## src/rtl/ahb_apb_pkg.sv

```systemverilog
// Shared AHB/APB bridge definitions: FSM state encoding plus HTRANS, HRESP and
// HSIZE code points.
package ahb_apb_pkg;

    typedef enum logic [2:0] {
        ST_IDLE   = 3'd0,
        ST_LATCH  = 3'd1,
        ST_SETUP  = 3'd2,
        ST_ACCESS = 3'd3,
        ST_ERR1   = 3'd4,
        ST_ERR2   = 3'd5
    } state_t;

    localparam logic [1:0] HTRANS_IDLE   = 2'b00;
    localparam logic [1:0] HTRANS_BUSY   = 2'b01;
    localparam logic [1:0] HTRANS_NONSEQ = 2'b10;
    localparam logic [1:0] HTRANS_SEQ    = 2'b11;

    localparam logic [1:0] HRESP_OKAY  = 2'b00;
    localparam logic [1:0] HRESP_ERROR = 2'b01;

    localparam logic [2:0] HSIZE_WORD = 3'b010;

endpackage

```

## src/rtl/ahb2apb_bridge.sv

```systemverilog
// AHB-lite slave to APB master bridge. Word transfers only; other sizes get a
// two-cycle ERROR response without touching APB.
module ahb2apb_bridge
    import ahb_apb_pkg::*;
#(
    parameter int WIDTH   = 32,
    parameter int PADDR_W = 16
) (
    input  logic               hclk_i,
    input  logic               hreset_i,
    input  logic               hsel_i,
    input  logic [WIDTH-1:0]   haddr_i,
    input  logic [1:0]         htrans_i,
    input  logic               hwrite_i,
    input  logic [2:0]         hsize_i,
    input  logic [WIDTH-1:0]   hwdata_i,
    input  logic               hreadyin_i,
    output logic [WIDTH-1:0]   hrdata_o,
    output logic               hreadyout_o,
    output logic [1:0]         hresp_o,
    output logic [PADDR_W-1:0] paddr_o,
    output logic               psel_o,
    output logic               penable_o,
    output logic               pwrite_o,
    output logic [WIDTH-1:0]   pwdata_o,
    input  logic [WIDTH-1:0]   prdata_i,
    input  logic               pready_i,
    input  logic               pslverr_i
);

    state_t r_state, w_next;

    logic [WIDTH-1:0]   r_hrdata;
    logic               r_hready;
    logic [1:0]         r_hresp;
    logic [PADDR_W-1:0] r_paddr;
    logic               r_psel;
    logic               r_penable;
    logic               r_pwrite;
    logic [WIDTH-1:0]   r_pwdata;

    logic w_valid;
    logic w_unused;

    // Only the low PADDR_W address bits reach APB.
    assign w_unused = &{1'b0, haddr_i[WIDTH-1:PADDR_W]};

    assign w_valid = hsel_i & hreadyin_i & r_hready &
                     ((htrans_i == HTRANS_NONSEQ) | (htrans_i == HTRANS_SEQ));

    always_comb begin
        w_next = r_state;
        case (r_state)
            ST_IDLE, ST_ERR2: begin
                w_next = ST_IDLE;
                if (w_valid)
                    w_next = (hsize_i == HSIZE_WORD) ? ST_LATCH : ST_ERR1;
            end
            ST_LATCH:  w_next = ST_SETUP;
            ST_SETUP:  w_next = ST_ACCESS;
            ST_ACCESS: begin
                if (pready_i)
                    w_next = pslverr_i ? ST_ERR1 : ST_IDLE;
            end
            ST_ERR1:   w_next = ST_ERR2;
            default:   w_next = ST_IDLE;
        endcase
    end

    // Handshake outputs are registered copies decoded from the next state.
    always_ff @(posedge hclk_i or posedge hreset_i) begin
        if (hreset_i) begin
            r_state   <= ST_IDLE;
            r_hready  <= 1'b1;
            r_hresp   <= HRESP_OKAY;
            r_psel    <= 1'b0;
            r_penable <= 1'b0;
            r_hrdata  <= '0;
            r_paddr   <= '0;
            r_pwrite  <= 1'b0;
            r_pwdata  <= '0;
        end else begin
            r_state   <= w_next;
            r_hready  <= (w_next == ST_IDLE) || (w_next == ST_ERR2);
            r_hresp   <= ((w_next == ST_ERR1) || (w_next == ST_ERR2)) ? HRESP_ERROR : HRESP_OKAY;
            r_psel    <= (w_next == ST_SETUP) || (w_next == ST_ACCESS);
            r_penable <= (w_next == ST_ACCESS);
            if (w_next == ST_LATCH) begin
                r_paddr  <= haddr_i[PADDR_W-1:0];
                r_pwrite <= hwrite_i;
            end
            if ((r_state == ST_LATCH) && r_pwrite)
                r_pwdata <= hwdata_i;
            if ((r_state == ST_ACCESS) && pready_i && !pslverr_i && !r_pwrite)
                r_hrdata <= prdata_i;
        end
    end

    assign hrdata_o    = r_hrdata;
    assign hreadyout_o = r_hready;
    assign hresp_o     = r_hresp;
    assign paddr_o     = r_paddr;
    assign psel_o      = r_psel;
    assign penable_o   = r_penable;
    assign pwrite_o    = r_pwrite;
    assign pwdata_o    = r_pwdata;

endmodule

```

## config.mk

```make
export PLATFORM = sky130hd
export DESIGN_NAME = ahb2apb_bridge
export DESIGN_NICKNAME = d
export VERILOG_FILES = /design/src/rtl/ahb_apb_pkg.sv /design/src/rtl/ahb2apb_bridge.sv
export SDC_FILE = /design/constraint.sdc
export NUM_CORES = 1
export LEC_CHECK = 0
export BUFFER_PORTS_ARGS = -buffer_cell sky130_fd_sc_hd__buf_2
export CAP_MARGIN = 20
export CORE_MARGIN = 2
export CORE_UTILIZATION = 46
export CTS_BUF_LIST = sky130_fd_sc_hd__clkbuf_2
export DETAILED_ROUTE_END_ITERATION = 12
export PLACE_DENSITY = 0.82
export SKIP_CTS_REPAIR_TIMING = 1
export SLEW_MARGIN = 15
export SYNTH_ARGS = -nofsm -noshare
export SYNTH_HDL_FRONTEND = slang
export SYNTH_SLANG_ARGS = --single-unit
export TNS_END_PERCENT = 5
```

## constraint.sdc

```tcl
create_clock -name hclk_i -period 3.4 [get_ports hclk_i]
set_input_delay 0.17 -clock hclk_i [delete_from_list [all_inputs] [get_ports hclk_i]]
set_output_delay 0.17 -clock hclk_i [all_outputs]
set_load 0.1 [all_outputs]
```

Word-level counts from Yosys, hierarchy flattened
Index checks and enable logic that the tools add are counted.
{"block": "totals", "register_bits": 88, "out_inout_bits": 86}
{"block": "op_classes", "n_eq_ne": 13, "n_mux": 6, "n_bitwise": 4, "reduce_logical": 12}
{"operator": "== test 3 x 2 -> 1 bit (second input constant)", "n": 5}
{"operator": "one-hot mux 3 bit (5 select lines)", "n": 1}
{"operator": "== test 3 bit (second input constant)", "n": 4}
{"operator": "two-way mux 3 bit", "n": 4}
{"operator": "== test 3 x 1 -> 1 bit (second input constant)", "n": 2}
{"operator": "logical NOT 3 bit", "n": 2}
{"operator": "== test 2 bit (second input constant)", "n": 2}
{"operator": "logical AND 1 bit", "n": 4}
{"operator": "bitwise AND 1 bit", "n": 3}
{"operator": "logical OR 1 bit", "n": 3}
{"operator": "logical NOT 1 bit", "n": 2}
{"operator": "OR reduction 2 bit", "n": 1}
{"operator": "two-way mux 1 bit", "n": 1}
{"operator": "bitwise OR 1 bit", "n": 1}

Logic depth before layout (Yosys ltp)
Gate-level depths: netlist of run 1.
{"block": "logic_depth", "depth_word": 8, "depth_mapped": 6}

Worst setup path after synthesis of run 1
OpenSTA, ideal clock, no wires.
{"block": "synth_path", "path_type": "register -> register", "startpoint": "reg r_hready, in the netlist hreadyout_o", "endpoint": "reg r_paddr[0], in the netlist paddr_o[0]", "setup_time_ns": 0.125, "t_arrival_ns": 2.217, "t_required_ns": 3.275, "slack_ns": 1.057, "stages_incl_launch_ff": 5, "n_path_buf": 1, "synth_period_minus_slack_ns": 2.343, "cell_sequence": "dfstp_2 > nand4_1 > nor4b_4 > buf_4 > mux2_2"}
{"block": "synth_via", "elab_chain_cells": 5}
{"item": "from (decl)", "line_no": "ahb2apb_bridge.sv:34", "rtl": "logic r_hready;"}
{"item": "from (signal assigned)", "line_no": "ahb2apb_bridge.sv:84", "rtl": "r_hready <= (w_next == ST_IDLE) || (w_next == ST_ERR2);"}
{"item": "bitwise AND 1 bit (2 in a row)", "line_no": "ahb2apb_bridge.sv:48", "rtl": "assign w_valid = hsel_i & hreadyin_i & r_hready &"}
{"item": "two-way mux 3 bit", "line_no": "ahb2apb_bridge.sv:56", "rtl": "if (w_valid)"}
{"item": "one-hot mux 3 bit (5 select lines)", "line_no": "ahb2apb_bridge.sv:53", "rtl": "case (r_state)"}
{"item": "== test 3 x 1 -> 1 bit", "line_no": "ahb2apb_bridge.sv:88", "rtl": "if (w_next == ST_LATCH) begin"}
{"item": "to (signal assigned)", "line_no": "ahb2apb_bridge.sv:89", "rtl": "r_paddr <= haddr_i[PADDR_W-1:0];"}
{"item": "to (decl)", "line_no": "ahb2apb_bridge.sv:36", "rtl": "logic [PADDR_W-1:0] r_paddr;"}
Every way passes these cells.
A chain may end at the register's enable or synchronous reset.

Worst setup path in the final report of run 1
{"block": "layout_path", "startpoint": "reg r_state[2]", "endpoint": "reg r_hrdata[15], in the netlist hrdata_o[15]"}
{"block": "layout_via", "elab_chain_cells": 4}
{"item": "from (decl)", "line_no": "ahb2apb_bridge.sv:31", "rtl": "state_t r_state, w_next;"}
{"item": "from (signal assigned)", "line_no": "ahb2apb_bridge.sv:83", "rtl": "r_state <= w_next;"}
{"item": "== test 3 x 2 -> 1 bit", "line_no": "ahb2apb_bridge.sv:94", "rtl": "if ((r_state == ST_ACCESS) && pready_i && !pslverr_i && !r_pwrite)"}
{"item": "logical AND 1 bit (3 in a row)", "line_no": "ahb2apb_bridge.sv:94"}
{"item": "to (signal assigned)", "line_no": "ahb2apb_bridge.sv:95", "rtl": "r_hrdata <= prdata_i;"}
{"item": "to (decl)", "line_no": "ahb2apb_bridge.sv:33", "rtl": "logic [WIDTH-1:0] r_hrdata;"}
Every way passes these cells.

==> run_results.csv, run 1 <==
group,metric,value,unit
global_route,grt_max_degree,52,
routing,antenna_left,0,
place,hpwl,5290,µm
global_route,antenna_found_initial,0,
layout,filler_cell_count,498,
sta,finalCritPeriodShare,0.629,
setup_path,cp_max_fo,32,
setup_path,rr_endpoint,"hrdata_o[15]$_DFFE_PP0P_",
worst_hold_path,hp-class,"in -> reg",
sta,finalSetupTns,0,ps
cts,cts.sinks,88,
setup_path,cp.arrival,2530,ps
cts,clk_latency,510,ps
die,io_pins,194,
place,portBuffers,175,
routing,num_vias,2687,
setup_path,startpoint,"r_state[2]$_DFF_PP0_",
sta,drv_slew,0,
cts,cts_root_buffer,"clkbuf_2",
routing,post-route-drc-count,0,
cts,cts_tree,"done",
logic_synthesis,ys_seq_area_frac,0.621,
routing,firstDrtPassIters,5,
setup_path,cp.required,3800,ps
logic_synthesis,yosys_warnings,0,
outcome,outcome,"finished clean",
setup_path,critPathCaptureType,"register",
layout,area_growth,52.3,%
logic_synthesis,syn-cell-area,3550,µm²
logic_synthesis,syn_inst,207,
global_route,gr-usage-all-layers,0.169,
cts,clockBufferDepth,2,
die,die_x,91.8,µm
cts,clkSlewWorstSetupHoldPaths,240,ps
setup_path,crit_type,"reg -> reg",
die,placementRows,32,
logic_synthesis,avgSynthCellArea,17.1,µm²
layout,drive_above_1_share,0.599,
routing,vias_per_cell,4.66,
setup_path,r2r_start,"r_state[2]$_DFF_PP0_",
die,initial_core_util,0.466,
layout,layout_common_cells,"buf_2, dfrtp_1, dlygate4sd3_1",
place,place_congestion,0.750,
setup_path,crit_end,"hrdata_o[15]$_DFFE_PP0P_",
cts,htree_num_levels,3,
flow_run,cap_violations,0,
routing,finalWirelength,8990,µm
sta,rsz0062_at_grt,"false",
global_route,grt_pass1_wl,11300,µm
layout,final_common_cell,"buf_2",
setup_path,rrSetupSlack,1260,ps
logic_synthesis,synthDistinctLibCells,28,
sta,finalHoldViolCount,0,
sta,maxSlewHeadroom,0.431,
die,core-area,7610,µm²
worst_hold_path,worstHoldStart,"hreadyin_i",
logic_synthesis,syn_nets,315,
layout,final_util,0.710,
sta,worst_pin_slew,853,ps
global_route,grt-ovfl-total,0,
sta,setup_viol,0,
layout,nets,577,
die,dieArea,8430,µm²
sta,max_freq,0.468,GHz
layout,n_antenna_cell,0,
die,die_height,91.8,µm
routing,detail_route.wl_per_cell,15.6,µm
cts,cts_made_buffers,9,
sta,skew,29.2,ps
sta,min_period,2140,ps
setup_path,startpoint_type,"register",
setup_path,rr_worst_depth,3,
global_route,grt_pass1_vias,2467,
logic_synthesis,ys_ff_latch,88,
routing,drt_iter0_drc,27,
==> routing by layer <==
layer  vias up  track usage  wire length, µm
li1       1255            -                -
met1      1298        0.199             3510
met2       118        0.279             4580
met3        16       0.0641              748
met4         0       0.0721              152
met5         -            0                0
==> metrics by stage <==
stage,area (µm²),cells,setup slack (ps),hold slack (ps)
final,5400,576,1260,99.8
after global routing,5400,576,1190,89.6
after CTS,4560,492,1270,-290
after detailed placement,4470,476,1330,365
after global placement,4470,476,1350,345
after floorplan,3550,207,953,316
==> worst max-delay path: stages (launching register included) <==
cell,delay [ps]
dfrtp_1,550
nand2b_2,280
or4_4,780
mux2_4,390
==> cells in the mapped netlist, drive strengths merged <==
cell / n / share of area
conb: 1 / 0.0011
inv: 2 / 0.0021
nand2: 3 / 0.0032
a221o: 2 / 0.0056
nand2b: 1 / 0.0025
and3: 1 / 0.0021
nor4b: 2 / 0.0092
mux2: 81 / 0.29
a211o: 1 / 0.0025
dfrtp: 87 / 0.61
buf: 11 / 0.032
nor3b: 3 / 0.0078
and4b: 1 / 0.0032
xor2: 1 / 0.0025
nand4: 1 / 0.0018
o221ai: 1 / 0.0025
dfstp: 1 / 0.0074
a21oi: 1 / 0.0014
nor2: 2 / 0.0021
o21ba: 1 / 0.0028
nor3: 2 / 0.0028
or4: 1 / 0.0032
==> cells by family (layout without fill, tap and decap cells) <==
| kind of cell | count (synthesis) | after routing | share of synthesized area |
|---|---|---|---|
| AO/OA/AOI/OAI | 6 | 6 | 0.0148 |
| XOR/XNOR | 1 | 1 | 0.00247 |
| buffers and inverters | 13 | 280 | 0.0342 |
| flip-flops | 88 | 88 | 0.621 |
| multiplexers | 81 | 81 | 0.289 |
| other | 1 | 1 | 0.00106 |
| AND/OR/NAND/NOR | 17 | 17 | 0.0377 |
==> worst min-delay path by stage <==
stage                                     endpoint  slack, ps  depth (start not counted)
after floorplan               hresp_o[0]$_DFF_PP0_        320                          1
after global placement    pwdata_o[15]$_DFFE_PP0P_        350                          2
after detailed placement  pwdata_o[22]$_DFFE_PP0P_        360                          2
after CTS                 pwdata_o[18]$_DFFE_PP0P_       -290                          2
after global routing         hreadyout_o$_DFF_PP1_         90                          4
final                        hreadyout_o$_DFF_PP1_        100                          4
==> layout make-up <==
cell class                      instances  area [µm²]  area share
Multi-Input combinational cell        106        1230       0.228
Timing Repair Buffer                  262        1740       0.322
Tap cell                              102         128      0.0236
Inverter                                2        8.76     0.00162
Sequential cell                        88        2200       0.408
Clock buffer                           10        50.0     0.00926
Clock inverter                          6        43.8     0.00811
==> sequential cells by signal (all words and copies together) (netlist names) <==
register	cells
pwdata_o	32
hrdata_o	32
r_state	3
hreadyout_o	1
penable_o	1
hresp_o	1
pwrite_o	1
psel_o	1
paddr_o	16
Power of run 1 is not shown: default switching activity piles up to over one toggle a cycle in this logic, so the estimate is an artifact.
==> inputs of run 2 (changes only) <==
--- a/config.mk
+++ b/config.mk
@@ -5,6 +5,7 @@
 export SDC_FILE = /design/constraint.sdc
 export NUM_CORES = 1
 export LEC_CHECK = 0
+export ABC_AREA = 1
 export BUFFER_PORTS_ARGS = -buffer_cell sky130_fd_sc_hd__buf_2
 export CAP_MARGIN = 20
 export CORE_MARGIN = 2
==> constraint.sdc (replaced) <==
create_clock -name hclk_i -period 2.2 [get_ports hclk_i]
set_input_delay 0.11 -clock hclk_i [delete_from_list [all_inputs] [get_ports hclk_i]]
set_output_delay 0.11 -clock hclk_i [all_outputs]
set_load 0.1 [all_outputs]
==> run 2 against run 1 <==
Area after synthesis is 1.6% higher; cell area hardly changed; synthesized cell count is 94% higher.
==> run_results.csv, run 2 <==
group,metric,value,unit
outcome,outcome,"finished clean",
die,die_height,92.5,µm
worst_hold_path,hp-class,"in -> reg",
layout,nets,762,
logic_synthesis,syn_inst,402,
routing,drt_iter0_drc,138,
logic_synthesis,synth_commonest_cells,"nand2_1, dfrtp_1, inv_1",
flow_run,cap_violations,0,
die,initial_core_util,0.471,
setup_path,startpoint,"pwrite_o$_DFFE_PP0N_",
global_route,grt-ovfl-total,0,
global_route,antenna_found_initial,0,
cts,cts_root_buffer,"clkbuf_2",
sta,maxSlewHeadroom,0.564,
setup_path,cp_slowest_cell,"buf_2",
sta,setup_viol,0,
routing,firstDrtPassIters,4,
place,hpwl,6010,µm
logic_synthesis,avgSynthCellArea,8.97,µm²
cts,clockBufferDepth,2,
layout,area_growth,50.0,%
setup_path,startpoint_type,"register",
logic_synthesis,synth-main-ff-cell,"dfrtp_1",
setup_path,cp.required,2090,ps
cts,cts_made_buffers,9,
cts,htree_num_levels,3,
setup_path,path_cells,"buf_4, buf_2",
die,core-area,7650,µm²
setup_path,cp_max_fo,35,
sta,finalCritPeriodShare,0.842,
sta,finalSetupTns,0,ps
global_route,grt_pass1_vias,2874,
global_route,grt_max_degree,89,
place,portBuffers,175,
logic_synthesis,syn-cell-area,3600,µm²
setup_path,cp_num_cells,2,
logic_synthesis,ys_seq_area_frac,0.611,
sta,finalHoldViolCount,0,
die,placementRows,32,
die,io_pins,194,
sta,worst_pin_slew,655,ps
die,die_x,92.5,µm
logic_synthesis,synth_edf_count,0,
layout,n_antenna_cell,0,
routing,post-route-drc-count,0,
setup_path,crit_type,"reg -> out",
routing,vias_per_cell,4.81,
routing,num_vias,3652,
sta,hold_ws,45.1,ps
layout,final_util,0.707,
setup_path,rr_worst_depth,4,
logic_synthesis,synth_top_area_frac,0.604,
layout,layout_common_cells,"buf_2, nand2_1, dfrtp_1",
die,dieArea,8560,µm²
setup_path,rrSetupSlack,470,ps
global_route,grt_pass1_wl,12900,µm
cts,cts_tree,"done",
sta,rsz0062_at_grt,"false",
setup_path,cp.arrival,1740,ps
global_route,gr-usage-all-layers,0.191,
layout,final_common_cell,"buf_2",
setup_path,cp_num_buf_inv,2,
layout,filler_cell_count,551,
routing,finalWirelength,11000,µm
logic_synthesis,syn_nets,510,
cts,clk_latency,480,ps
setup_path,rr_endpoint,"hrdata_o[0]$_DFFE_PP0P_",
sta,skew,17.3,ps
setup_path,cp_top_family,"buffers and inverters",
logic_synthesis,synthDistinctLibCells,22,
place,place_congestion,0.765,
cts,cts.sinks,88,
sta,drv_slew,0,
logic_synthesis,async_flop_share,1.00,
logic_synthesis,yosysMostFrequentCell,"nand2_1",
cts,clkSlewWorstSetupHoldPaths,200,ps
logic_synthesis,synth_top_area_cell,"dfrtp_1",
setup_path,critPathCaptureType,"output port",
setup_path,slowest_delay,500,ps
sta,min_period,1850,ps
logic_synthesis,ys_ff_latch,88,
setup_path,r2r_start,"r_state[2]$_DFF_PP0_",
routing,detail_route.wl_per_cell,14.5,µm
sta,max_freq,0.540,GHz
routing,antenna_left,0,
setup_path,crit_end,"pwrite_o",
logic_synthesis,yosys_warnings,0,
layout,drive_above_1_share,0.314,
logic_synthesis,ys_top_cells_by_area,"dfrtp_1, nand2_1, nand3_1, inv_1, o21ai_1",
## run 2: area by class of cell
cell class              instances  area [µm²]  area share
multi-input cells             248        1090       0.201
inverters                      46         179      0.0331
clock buffers                   9        45.0     0.00833
clock inverters                 5        26.3     0.00486
flip-flops and latches         88        2200       0.407
well taps                     102         128      0.0236
repair buffers                261        1740       0.322
## run 2: kinds of logic (layout without fill, tap and decap cells)
| kind of cell | Yosys count | in the layout | share of synthesized area |
|---|---|---|---|
| buffers and inverters | 66 | 321 | 0.0871 |
| AND/OR/NAND/NOR | 214 | 214 | 0.254 |
| AO/OA/AOI/OAI | 33 | 33 | 0.0469 |
| flip-flops | 88 | 88 | 0.611 |
| other | 1 | 1 | 0.00104 |
## run 2: per-layer routing
| metal | wire length [µm] | vias to the layer above | global-route usage |
|---|---|---|---|
| met3 | 1060 | 20 | 0.0578 |
| li1 | - | 1725 | - |
| met1 | 4320 | 1716 | 0.231 |
| met2 | 5470 | 191 | 0.321 |
| met4 | 190 | 0 | 0.0709 |
| met5 | 0 | - | 0 |
## run 2: worst min path at each step
stage                     startpoint                        to  slack [ps]  cells past startpoint
after floorplan           haddr_i[0]    paddr_o[0]$_DFFE_PP0N_         230                      2
after global placement      hreset_i   pwdata_o[9]$_DFFE_PP0P_         270                      3
after detailed placement    hreset_i  pwdata_o[12]$_DFFE_PP0P_         280                      3
after CTS                   hreset_i  pwdata_o[12]$_DFFE_PP0P_        -340                      3
after global routing       pslverr_i      hresp_o[0]$_DFF_PP0_          20                      7
final                      pslverr_i      hresp_o[0]$_DFF_PP0_          50                      7
## run 2: per-stage QoR
stage / setup WS [ps] / area, µm² / std cells
floorplan: 379 / 3610 / 402
global placement: 633 / 4520 / 663
detailed placement: 530 / 4520 / 663
CTS: 288 / 4590 / 677
global route: 216 / 5410 / 759
finish: 347 / 5410 / 759
## run 2: worst reg2reg max path, delay by kind of cell, from the launching register on
kind / cells / cell delay, ps
DFF: 1 / 550
AOI/OAI and AO/OA: 1 / 110
and+or+nand+nor: 3 / 960
Power of run 2 is left out for the same reason.
==> inputs of run 3 (changes only) <==
--- a/config.mk
+++ b/config.mk
@@ -5,7 +5,7 @@
 export SDC_FILE = /design/constraint.sdc
 export NUM_CORES = 1
 export LEC_CHECK = 0
-export ABC_AREA = 1
+export ABC_AREA = 0
 export BUFFER_PORTS_ARGS = -buffer_cell sky130_fd_sc_hd__buf_2
 export CAP_MARGIN = 20
 export CORE_MARGIN = 2
==> constraint.sdc (replaced) <==
create_clock -name hclk_i -period 1.95 [get_ports hclk_i]
set_input_delay 0.0975 -clock hclk_i [delete_from_list [all_inputs] [get_ports hclk_i]]
set_output_delay 0.0975 -clock hclk_i [all_outputs]
set_load 0.1 [all_outputs]
==> run 3 against run 2 <==
Count of clock-buffer cells in the layout up 2; register-to-register slack worse by 370 ps; hold slack better by 82 ps; critical path type is now reg -> reg; setup slack worse by 250 ps; first-iteration DRC count down 32%; die area down 1.5%; flip-flop and latch count unchanged.
==> run_results.csv, run 3 (synthesized netlist as in run 1, its figures left out) <==
group,metric,value,unit
setup_path,rrSetupSlack,100,ps
routing,vias_per_cell,4.78,
routing,drt_iter0_drc,94,
setup_path,slowest_delay,700,ps
cts,cts.sinks,88,
layout,layout.cells.non_filler,580,
die,dieArea,8430,µm²
die,io_pins,194,
global_route,antenna_found_initial,0,
global_route,gr-usage-all-layers,0.181,
cts,clockBufferDepth,2,
place,portBuffers,175,
sta,finalSetupTns,0,ps
sta,finalHoldViolCount,0,
layout,nets,581,
cts,cts_tree,"done",
outcome,outcome,"finished clean",
flow_run,cap_violations,0,
cts,clkSlewWorstSetupHoldPaths,250,ps
routing,firstDrtPassIters,4,
layout,n_antenna_cell,0,
cts,htree_num_levels,3,
sta,max_freq,0.541,GHz
layout,area_growth,54.3,%
die,placementRows,32,
routing,antenna_left,0,
cts,cts_root_buffer,"clkbuf_2",
setup_path,cp_slowest_cell,"or4_4",
global_route,grt_pass1_wl,12100,µm
routing,detail_route.wl_per_cell,16.2,µm
sta,skew,34.9,ps
setup_path,cp.arrival,2260,ps
layout,final_common_cell,"buf_2",
global_route,grt-ovfl-total,0,
setup_path,cp.required,2360,ps
setup_path,path_cells,"nand2b_2, or4_4, mux2_4",
layout,filler_cell_count,484,
sta,min_period,1850,ps
die,die_height,91.8,µm
worst_hold_path,worstHoldStart,"hreadyin_i",
sta,worst_pin_slew,580,ps
global_route,grt_pass1_vias,2554,
worst_hold_path,hp-class,"in -> reg",
setup_path,crit_type,"reg -> reg",
die,initial_core_util,0.466,
place,dp.cells,480,
place,place_congestion,0.796,
place,hpwl,5480,µm
setup_path,cp_num_buf_inv,0,
die,die_x,91.8,µm
sta,finalCritPeriodShare,0.948,
setup_path,critPathCaptureType,"register",
sta,maxSlewHeadroom,0.614,
cts,clk_latency,500,ps
setup_path,cp_top_family,"simple AND/OR/NAND/NOR gates",
global_route,grt_max_degree,89,
routing,num_vias,2774,
sta,setup_viol,0,
routing,finalWirelength,9370,µm
setup_path,r2r_start,"r_state[2]$_DFF_PP0_",
routing,post-route-drc-count,0,
die,core-area,7610,µm²
sta,drv_slew,0,
layout,drive_above_1_share,0.603,
layout,layout_common_cells,"buf_2, dfrtp_1, dlygate4sd3_1",
setup_path,startpoint,"r_state[2]$_DFF_PP0_",
cts,cts_made_buffers,9,
sta,rsz0062_at_grt,"false",
setup_path,cp_max_fo,32,
setup_path,startpoint_type,"register",
==> run 3: changes by cell type in the layout (fill, tap and decap cells not counted), moves of 3 or more <==
| cell | before | now |
|---|---|---|
| clkinv_2 | 3 | 0 |
| inv_1 | 42 | 1 |
| mux2_2 | 0 | 51 |
| mux2_4 | 0 | 30 |
| nand2_1 | 161 | 3 |
| nand3_1 | 37 | 0 |
| nor2_1 | 7 | 2 |
| o21ai_1 | 32 | 0 |
==> run 3: final timing paths <==
kind / cells past startpoint / to
worst max-delay path: 3 / hrdata_o[18]$_DFFE_PP0P_
worst min-delay path: 5 / hreadyout_o$_DFF_PP1_
worst max register to register: 3 / hrdata_o[18]$_DFFE_PP0P_
worst min register to register: 1 / paddr_o[12]$_DFFE_PP0N_
max in group asynchronous: 4 / hreadyout_o$_DFF_PP1_
min in group asynchronous: 4 / pwdata_o[17]$_DFFE_PP0P_
==> run 3: worst reg2reg max path: stages, from the launching register on <==
cell      delay (ps)
dfrtp_1          440
nand2b_2         190
or4_4            700
mux2_4           420
==> run 3: metal layers <==
layer  GRT usage  up-vias  share of wire
li1            -     1264              -
met1       0.229     1359           0.41
met2       0.295      134           0.50
met3      0.0518       17          0.076
met4      0.0734        0          0.018
met5           0        -              0
==> run 3: metrics by stage <==
| step | setup WS (ps) | cell area [µm²] | hold WS, ps | utilization |
|---|---|---|---|---|
| 3_3_place_gp | 139 | 4540 | 255 | 0.597 |
| 4_1_cts | 47.0 | 4630 | -374 | 0.609 |
| 5_1_grt | 56.3 | 5480 | 125 | 0.720 |
| 2_1_floorplan | -393 | 3550 | 243 | - |
| 6_report | 101 | 5480 | 127 | 0.720 |
| 3_5_place_dp | 101 | 4540 | 268 | 0.597 |
==> run 3: cell type report <==
cell class / count / area (µm²) / area share
inverter: 2 / 11.3 / 0.00206
clock buffer: 11 / 55.1 / 0.0101
sequential: 88 / 2200 / 0.402
tap: 102 / 128 / 0.0233
multi-input combinational: 106 / 1230 / 0.225
timing repair buffer: 266 / 1810 / 0.330
clock inverter: 5 / 41.3 / 0.00754
Power of run 3 is left out for the same reason.
